File: src/rtl/icache_pkg.sv
// Shared types and defaults for the direct-mapped instruction cache.
// The optional statistics counters are enabled with ICACHE_STATS_EN (see icache.sv).
package icache_pkg;

   typedef enum logic [1:0] {
      IDLE    = 2'd0,
      RESPOND = 2'd1,
      REFILL  = 2'd2,
      DRAIN   = 2'd3
   } state_t;

   localparam int DEF_LINES       = 16;
   localparam int DEF_BLOCK_WORDS = 4;

endpackage

File: src/rtl/icache_if.sv
// Fetcher-side word-fetch handshake plus the arbiter-side refill request bus.
// The cache uses the slave modport; the fetcher/arbiter side uses master.
interface icache_if;

   logic        start_fetch;
   logic [31:0] fetch_addr;
   logic        instr_ready;
   logic [31:0] instr;
   logic        clear;
   logic        mem_req;
   logic [31:0] mem_addr;
   logic        mem_done;
   logic [31:0] mem_data;

   modport slave (
      input  start_fetch, fetch_addr, clear, mem_done, mem_data,
      output instr_ready, instr, mem_req, mem_addr
   );

   modport master (
      output start_fetch, fetch_addr, clear, mem_done, mem_data,
      input  instr_ready, instr, mem_req, mem_addr
   );

endinterface

File: src/rtl/icache_line_array.sv
// Valid/tag/data storage for the icache: combinational read by index,
// one whole-line write port, valid bits cleared asynchronously on rst_n.
module icache_line_array #(
   parameter int LINES       = 16,
   parameter int BLOCK_WORDS = 4,
   parameter int IDX_W       = 4,
   parameter int TAG_W       = 24
) (
   input  logic                             clk,
   input  logic                             rst_n,
   input  logic [IDX_W-1:0]                 rd_idx,
   output logic                             rd_valid,
   output logic [TAG_W-1:0]                 rd_tag,
   output logic [BLOCK_WORDS-1:0][31:0]     rd_line,
   input  logic                             we,
   input  logic [IDX_W-1:0]                 wr_idx,
   input  logic [TAG_W-1:0]                 wr_tag,
   input  logic [BLOCK_WORDS-1:0][31:0]     wr_line
);

   logic [LINES-1:0]                 valid;
   logic [TAG_W-1:0]                 tag_mem  [LINES];
   logic [BLOCK_WORDS-1:0][31:0]     data_mem [LINES];

   always_ff @(posedge clk or negedge rst_n) begin
      if (!rst_n) begin
         valid <= '0;
      end else if (we) begin
         valid[wr_idx] <= 1'b1;
      end
   end

   // Tag and data contents are meaningless until the valid bit is set.
   always_ff @(posedge clk) begin
      if (we) begin
         tag_mem[wr_idx]  <= wr_tag;
         data_mem[wr_idx] <= wr_line;
      end
   end

   assign rd_valid = valid[rd_idx];
   assign rd_tag   = tag_mem[rd_idx];
   assign rd_line  = data_mem[rd_idx];

endmodule

File: src/rtl/icache.sv
// Direct-mapped instruction cache between the Fetcher and the memory arbiter.
// Define ICACHE_STATS_EN to add hit_count/miss_count outputs.
module icache
   import icache_pkg::*;
#(
   parameter int LINES       = DEF_LINES,
   parameter int BLOCK_WORDS = DEF_BLOCK_WORDS
) (
   input  logic        clk,
   input  logic        rst_n,
   input  logic        rdy,
   icache_if.slave     bus
`ifdef ICACHE_STATS_EN
   ,
   output logic [31:0] hit_count,
   output logic [31:0] miss_count
`endif
);

   localparam int OB    = $clog2(BLOCK_WORDS);
   localparam int IB    = $clog2(LINES);
   localparam int TAG_W = 30 - OB - IB;

   state_t state, state_n;

   logic [OB-1:0]                f_off, req_off, cnt;
   logic [IB-1:0]                f_idx, req_idx;
   logic [TAG_W-1:0]             f_tag, req_tag, rd_tag;
   logic                         rd_valid, hit, accept, last, install;
   logic [BLOCK_WORDS-1:0][31:0] rd_line, fill_buf, fill_line;
   logic                         unused_addr_bits;

   assign f_off  = bus.fetch_addr[OB+1:2];
   assign f_idx  = bus.fetch_addr[OB+IB+1:OB+2];
   assign f_tag  = bus.fetch_addr[31:OB+IB+2];
   assign unused_addr_bits = ^bus.fetch_addr[1:0];

   assign hit    = rd_valid && (rd_tag == f_tag);
   assign accept = (state == IDLE) && bus.start_fetch && !bus.clear;
   assign last   = (cnt == OB'(BLOCK_WORDS - 1));

   icache_line_array #(
      .LINES(LINES), .BLOCK_WORDS(BLOCK_WORDS), .IDX_W(IB), .TAG_W(TAG_W)
   ) u_lines (
      .clk(clk), .rst_n(rst_n),
      .rd_idx(f_idx), .rd_valid(rd_valid), .rd_tag(rd_tag), .rd_line(rd_line),
      .we(install), .wr_idx(req_idx), .wr_tag(req_tag), .wr_line(fill_line)
   );

   always_ff @(posedge clk or negedge rst_n) begin
      if (!rst_n) state <= IDLE;
      else if (rdy) state <= state_n;
   end

   // clear dominates; an in-flight arbiter word must still be retired via DRAIN.
   always_comb begin
      state_n = state;
      case (state)
         IDLE:    if (accept) state_n = hit ? RESPOND : REFILL;
         RESPOND: state_n = IDLE;
         REFILL: begin
            if (bus.clear) state_n = bus.mem_done ? IDLE : DRAIN;
            else if (bus.mem_done && last) state_n = RESPOND;
         end
         DRAIN:   if (bus.mem_done) state_n = IDLE;
         default: state_n = IDLE;
      endcase
   end

   always_comb begin
      bus.instr_ready = (state == RESPOND) && !bus.clear;
      install         = rdy && (state == REFILL) && bus.mem_done && last && !bus.clear;
      fill_line       = fill_buf;
      fill_line[cnt]  = bus.mem_data;
   end

   always_ff @(posedge clk or negedge rst_n) begin
      if (!rst_n) begin
         bus.instr    <= '0;
         bus.mem_req  <= 1'b0;
         bus.mem_addr <= '0;
      end else if (rdy) begin
         case (state)
            IDLE: begin
               if (accept && hit) begin
                  bus.instr <= rd_line[f_off];
               end else if (accept) begin
                  bus.mem_req  <= 1'b1;
                  bus.mem_addr <= {f_tag, f_idx, {(OB + 2){1'b0}}};
               end
            end
            REFILL: begin
               if (bus.mem_done) begin
                  if (bus.clear || last) bus.mem_req <= 1'b0;
                  else bus.mem_addr <= bus.mem_addr + 32'd4;
                  if (!bus.clear && last) bus.instr <= fill_line[req_off];
               end
            end
            DRAIN:   if (bus.mem_done) bus.mem_req <= 1'b0;
            default: ;
         endcase
      end
   end

   always_ff @(posedge clk) begin
      if (rdy) begin
         if (accept && !hit) begin
            req_off <= f_off;
            req_idx <= f_idx;
            req_tag <= f_tag;
            cnt     <= '0;
         end
         if (state == REFILL && bus.mem_done) begin
            fill_buf[cnt] <= bus.mem_data;
            cnt           <= cnt + OB'(1);
         end
      end
   end

`ifdef ICACHE_STATS_EN
   always_ff @(posedge clk or negedge rst_n) begin
      if (!rst_n) begin
         hit_count  <= '0;
         miss_count <= '0;
      end else if (rdy && accept) begin
         if (hit) hit_count  <= hit_count + 32'd1;
         else     miss_count <= miss_count + 32'd1;
      end
   end
`endif

endmodule
File: src/flat_wrapper.sv
// flat-port wrapper written by rule: the top's interface ports become plain ports
module icache_flat import icache_pkg::*;
#(
   parameter int LINES       = DEF_LINES,
   parameter int BLOCK_WORDS = DEF_BLOCK_WORDS
)
  (clk, rst_n, rdy, bus_start_fetch, bus_fetch_addr, bus_clear, bus_mem_done, bus_mem_data, bus_instr_ready, bus_instr, bus_mem_req, bus_mem_addr);
  icache_if bus_i ();
  input  logic clk;
  input  logic rst_n;
  input  logic rdy;
  input wire logic [$bits(bus_i.start_fetch)-1:0] bus_start_fetch;
  input wire logic [$bits(bus_i.fetch_addr)-1:0] bus_fetch_addr;
  input wire logic [$bits(bus_i.clear)-1:0] bus_clear;
  input wire logic [$bits(bus_i.mem_done)-1:0] bus_mem_done;
  input wire logic [$bits(bus_i.mem_data)-1:0] bus_mem_data;
  output wire logic [$bits(bus_i.instr_ready)-1:0] bus_instr_ready;
  output wire logic [$bits(bus_i.instr)-1:0] bus_instr;
  output wire logic [$bits(bus_i.mem_req)-1:0] bus_mem_req;
  output wire logic [$bits(bus_i.mem_addr)-1:0] bus_mem_addr;
  assign bus_i.start_fetch = bus_start_fetch;
  assign bus_i.fetch_addr = bus_fetch_addr;
  assign bus_i.clear = bus_clear;
  assign bus_i.mem_done = bus_mem_done;
  assign bus_i.mem_data = bus_mem_data;
  assign bus_instr_ready = bus_i.instr_ready;
  assign bus_instr = bus_i.instr;
  assign bus_mem_req = bus_i.mem_req;
  assign bus_mem_addr = bus_i.mem_addr;
  icache #(.LINES(LINES), .BLOCK_WORDS(BLOCK_WORDS)) u_core (.clk(clk), .rst_n(rst_n), .rdy(rdy), .bus(bus_i));
endmodule
File: config.mk
export PLATFORM = sky130hd
export DESIGN_NAME = icache_flat
export DESIGN_NICKNAME = d
export VERILOG_FILES = /design/src/rtl/icache_pkg.sv /design/src/rtl/icache_if.sv /design/src/rtl/icache_line_array.sv /design/src/rtl/icache.sv /design/src/flat_wrapper.sv
export SDC_FILE = /design/constraint.sdc
export NUM_CORES = 2
export LEC_CHECK = 0
export ABC_AREA = 1
export BUFFER_PORTS_ARGS = -buffer_cell sky130_fd_sc_hd__clkbuf_2
export CAP_MARGIN = 20
export CORE_UTILIZATION = 55
export DETAILED_ROUTE_END_ITERATION = 10
export MAX_ROUTING_LAYER = met4
export PLACE_DENSITY_LB_ADDON = 0.05
export SYNTH_ARGS = -nofsm -noshare
export SYNTH_HDL_FRONTEND = slang
export SYNTH_HIERARCHICAL = 1
export SYNTH_SLANG_ARGS = --single-unit
File: constraint.sdc
create_clock -name clk -period 30.9 [get_ports clk]
set_input_delay 4.635 -clock clk [delete_from_list [all_inputs] [get_ports clk]]
set_output_delay 4.635 -clock clk [all_outputs]
set_load 0.02 [all_outputs]
==> reports/results.txt <==
Final setup violation count: 0
Worst slew pin tran: 1.23 ns
Wirelength per Cell: 23.3 microns
Area grow syn2layout: 10.8%
Mean area per synthesized cell: 10.5 sq um
Hold crit path type: flip-flop to flip-flop
Clk root buf: clkbuf_16
Post-CTS Resized: 0
Most used cell along the critical path: nand2_1
CTS tree: done
Worst VDD drop: 0.0630 mV
Global-route wire length before repair: 475000 microns
Crit path required time: 31.75 ns
Final wirelength: 323000 microns
TritonRoute pass-1 iters: 6
Largest net degree at the start of global routing: 217
Die Y: 458 microns
PD cells: 66.3 mW/mm^2
Synthesized instance count: 10.9k
Rel. slew slack: 18.0%
Fin area: 0.127 sq mm
Slew Viols, Final: 0
Tot GR Track Use: 31.5%
DRC viols: 0
TritonCTS Sinks: 2673
CP Class: input pin to flip-flop
Crit start category: input pin
CP Max Fanout: 86
DR iter-0 viols: 7722
Mapped cell area: 0.114 sq mm
Tcrit/Tclk final: 35.5%
Row count: 167
Filler cells: 16.5k
Top FF cell, synth: edfxtp_1
Max-Cap Viols: 0
Vias in the first global route: 74.2k
Worst setup EP type: flip-flop
EDFF count, synth: 2592
Die Footprint: 0.210 sq mm
CP max stage cell: buf_4
Nets: 11.0k
CTS Buf Count: 296
Dpl hpwl: 151000 microns
F_max: 0.0911 GHz
Initial Util: 55.3%
Layout cells sized above 1: 7.13%
FFs w/ async S/R, synth: 3.03%
Final Wtd Congestion: 0.905
Antenna-violating nets left: 0
Yosys reg bits: 2673
Vias: 78.5k
Placed Area: 0.118 sq mm
Via/cell ratio: 5.66
Share of the synthesized area in the top cell type: 68.0%
Synth warn: 6
Die W: 458 microns
Cts hold-fix bufs: 0
Leakage: 51.6 nW
Postcts setup bufs: 0
Setup TNS: 0 ns
Port Buffer Count: 131
Setup Skew: 0.0392 ns
RSZ-0062 raised after global routing: no
Top Ports: 136
Post-synth top cells: 4142 x nand2_1, 2592 x edfxtp_1, 1924 x nand3_1
Status: complete, no violations
Post-synthesis sequential area ratio: 69.8%
H-tree lvl count: 5
CTS max path bufs: 4
Crit path cell chain: buf_8 -> buf_4 -> buf_4 -> buf_4 -> buf_4 -> buf_4 -> buf_4 -> nand2_1 -> nand3_1 -> nand3_1 -> nand2_1 -> nand2_1 -> nand2_1 -> mux2i_1 -> o21ai_0 -> nand2_1 -> nand2_1 -> nand3_1 -> nand2_1
Fin. Hold Viols: 0
Yosys cell types: 35
Worst-skew pair later-pin latency: 0.93 ns
Post-route minimum period: 10.98 ns
CTS clock-pin slew for the worst setup and hold paths: 0.06 ns
Area contributors post-synth: edfxtp_1 68%, nand2_1 14%, nand3_1 8.4%
Slowest Stage Delay on Critical Path: 0.86 ns
Worst EP arrival: 11.83 ns
Initial antenna violation count: 16
Most frequent cell after synthesis: nand2_1
GRT Residual Overflow: 0
CORE AREA: 0.207 sq mm
Yosys top cell by area: edfxtp_1
[per-stage QoR]
step	utilization [%]	setup WS [ns]	instances	hold WS (ns)	power [mW]
4_1_cts	61.2	20.00	13800	0.468	8.43
6_report	61.3	19.92	13900	0.468	8.41
2_1_floorplan	-	12.67	10900	0.439	4.78
3_3_place_gp	56.9	19.01	13300	0.451	5.14
5_1_grt	61.3	19.38	13900	0.486	8.66
3_5_place_dp	56.9	19.02	13300	0.453	5.16
[flip-flops by register name (all words and copies together) (netlist names)]
signal,cells
u_core/bus.mem_req,1
u_core/u_lines/valid,16
u_core/state,2
u_core/req_tag,24
u_core/u_lines/data_mem,2048
u_core/req_off,2
u_core/u_lines/tag_mem,384
u_core/req_idx,4
u_core/fill_buf,128
u_core/cnt,2
u_core/bus.mem_addr,30
u_core/bus.instr,32
[layer usage]
layer	part of all wire [%]	up-vias	routed length (microns)	track usage (%)
li1	-	36200	-	-
met1	41	38400	131000	41.2
met2	48	3233	155000	50.5
met3	7.7	606	25000	4.37
met4	3.6	0	11700	11.6
met5	0	-	0	-
[path summary, 6_finish.rpt]
check	startpoint	end	slack (ns)	depth (start not counted)
min in group asynchronous	rst_n	u_core/bus.mem_addr[27]	3.69	1
min reg2reg	u_core/u_lines/valid[0]	u_core/u_lines/valid[0]	0.47	1
max reg2reg	u_core/state[1]	u_core/u_lines/data_mem[12][28]	23.81	14
max	bus_fetch_addr[4]	u_core/bus.instr[18]	19.92	19
max in group asynchronous	rst_n	u_core/bus.instr[19]	25.97	2
min	u_core/u_lines/valid[0]	u_core/u_lines/valid[0]	0.47	1
[worst max-delay path: cells and delay by family]
kind                   cells  cell delay (ns)
buffers and inverters      7             5.09
AND/OR/NAND/NOR           10             1.39
AO/OA/AOI/OAI              1             0.24
multiplexers               1             0.07
[logic make-up (layout without fill, tap and decap cells)]
family                     after synthesis  count (layout)  share of synthesized area (%)
DFF                                   2673            2673                           69.8
xor gates and xnor gates                 9               9                         0.0689
other                                    1              10                        0.00328
muxes                                   32              32                          0.280
buffers and inverters                 1732            1983                           6.15
and+or+nand+nor                       6222            6222                           22.7
adders and majority gates                5               5                         0.0547
AOI/OAI and AO/OA                      219             219                          0.990
[placed cells by master (no fill, tap or decap), drive strengths merged]
cell / Yosys / routed
nand2: 4143 / 4143
o31ai: 3 / 3
nand3: 1924 / 1924
o21bai: 2 / 2
ha: 5 / 5
o211ai: 1 / 1
bufinv: 0 / 16
clkinv: 0 / 114
or2: 39 / 39
xor2: 5 / 5
a21boi: 1 / 1
o21ai: 172 / 172
nand3b: 13 / 13
diode: 0 / 8
nor2: 94 / 94
a22oi: 1 / 1
and3: 1 / 1
conb: 1 / 2
edfxtp: 2592 / 2592
xnor2: 4 / 4
clkbuf: 172 / 498
a31oi: 1 / 1
clkinvlp: 0 / 1
mux2i: 32 / 32
dfrtp: 81 / 81
buf: 433 / 227
inv: 1127 / 1127
nand4: 6 / 6
nor3: 2 / 2
a21oi: 38 / 38
[layout make-up]
| type | count | area (sq um) | area share (%) |
|---|---|---|---|
| Sequential cell | 2673 | 79900 | 63.0 |
| Multi-Input combinational cell | 6489 | 27700 | 21.9 |
| Clock buffer | 374 | 7920 | 6.24 |
| Inverter | 1127 | 4270 | 3.37 |
| Tap cell | 2704 | 3380 | 2.67 |
| Timing Repair Buffer | 351 | 2640 | 2.08 |
| Clock inverter | 131 | 990 | 0.781 |
| Antenna cell | 8 | 20.0 | 0.0158 |
[power by group]
group | internal [mW] | total, mW | switching, mW | leakage [nW]
Sequential | 4.13 | 4.20 | 0.0623 | 24.4
Clock | 1.93 | 3.31 | 1.37 | 4.37
Combinational | 0.216 | 0.904 | 0.688 | 22.8
No activity file was read; power rests on OpenSTA's default activity.
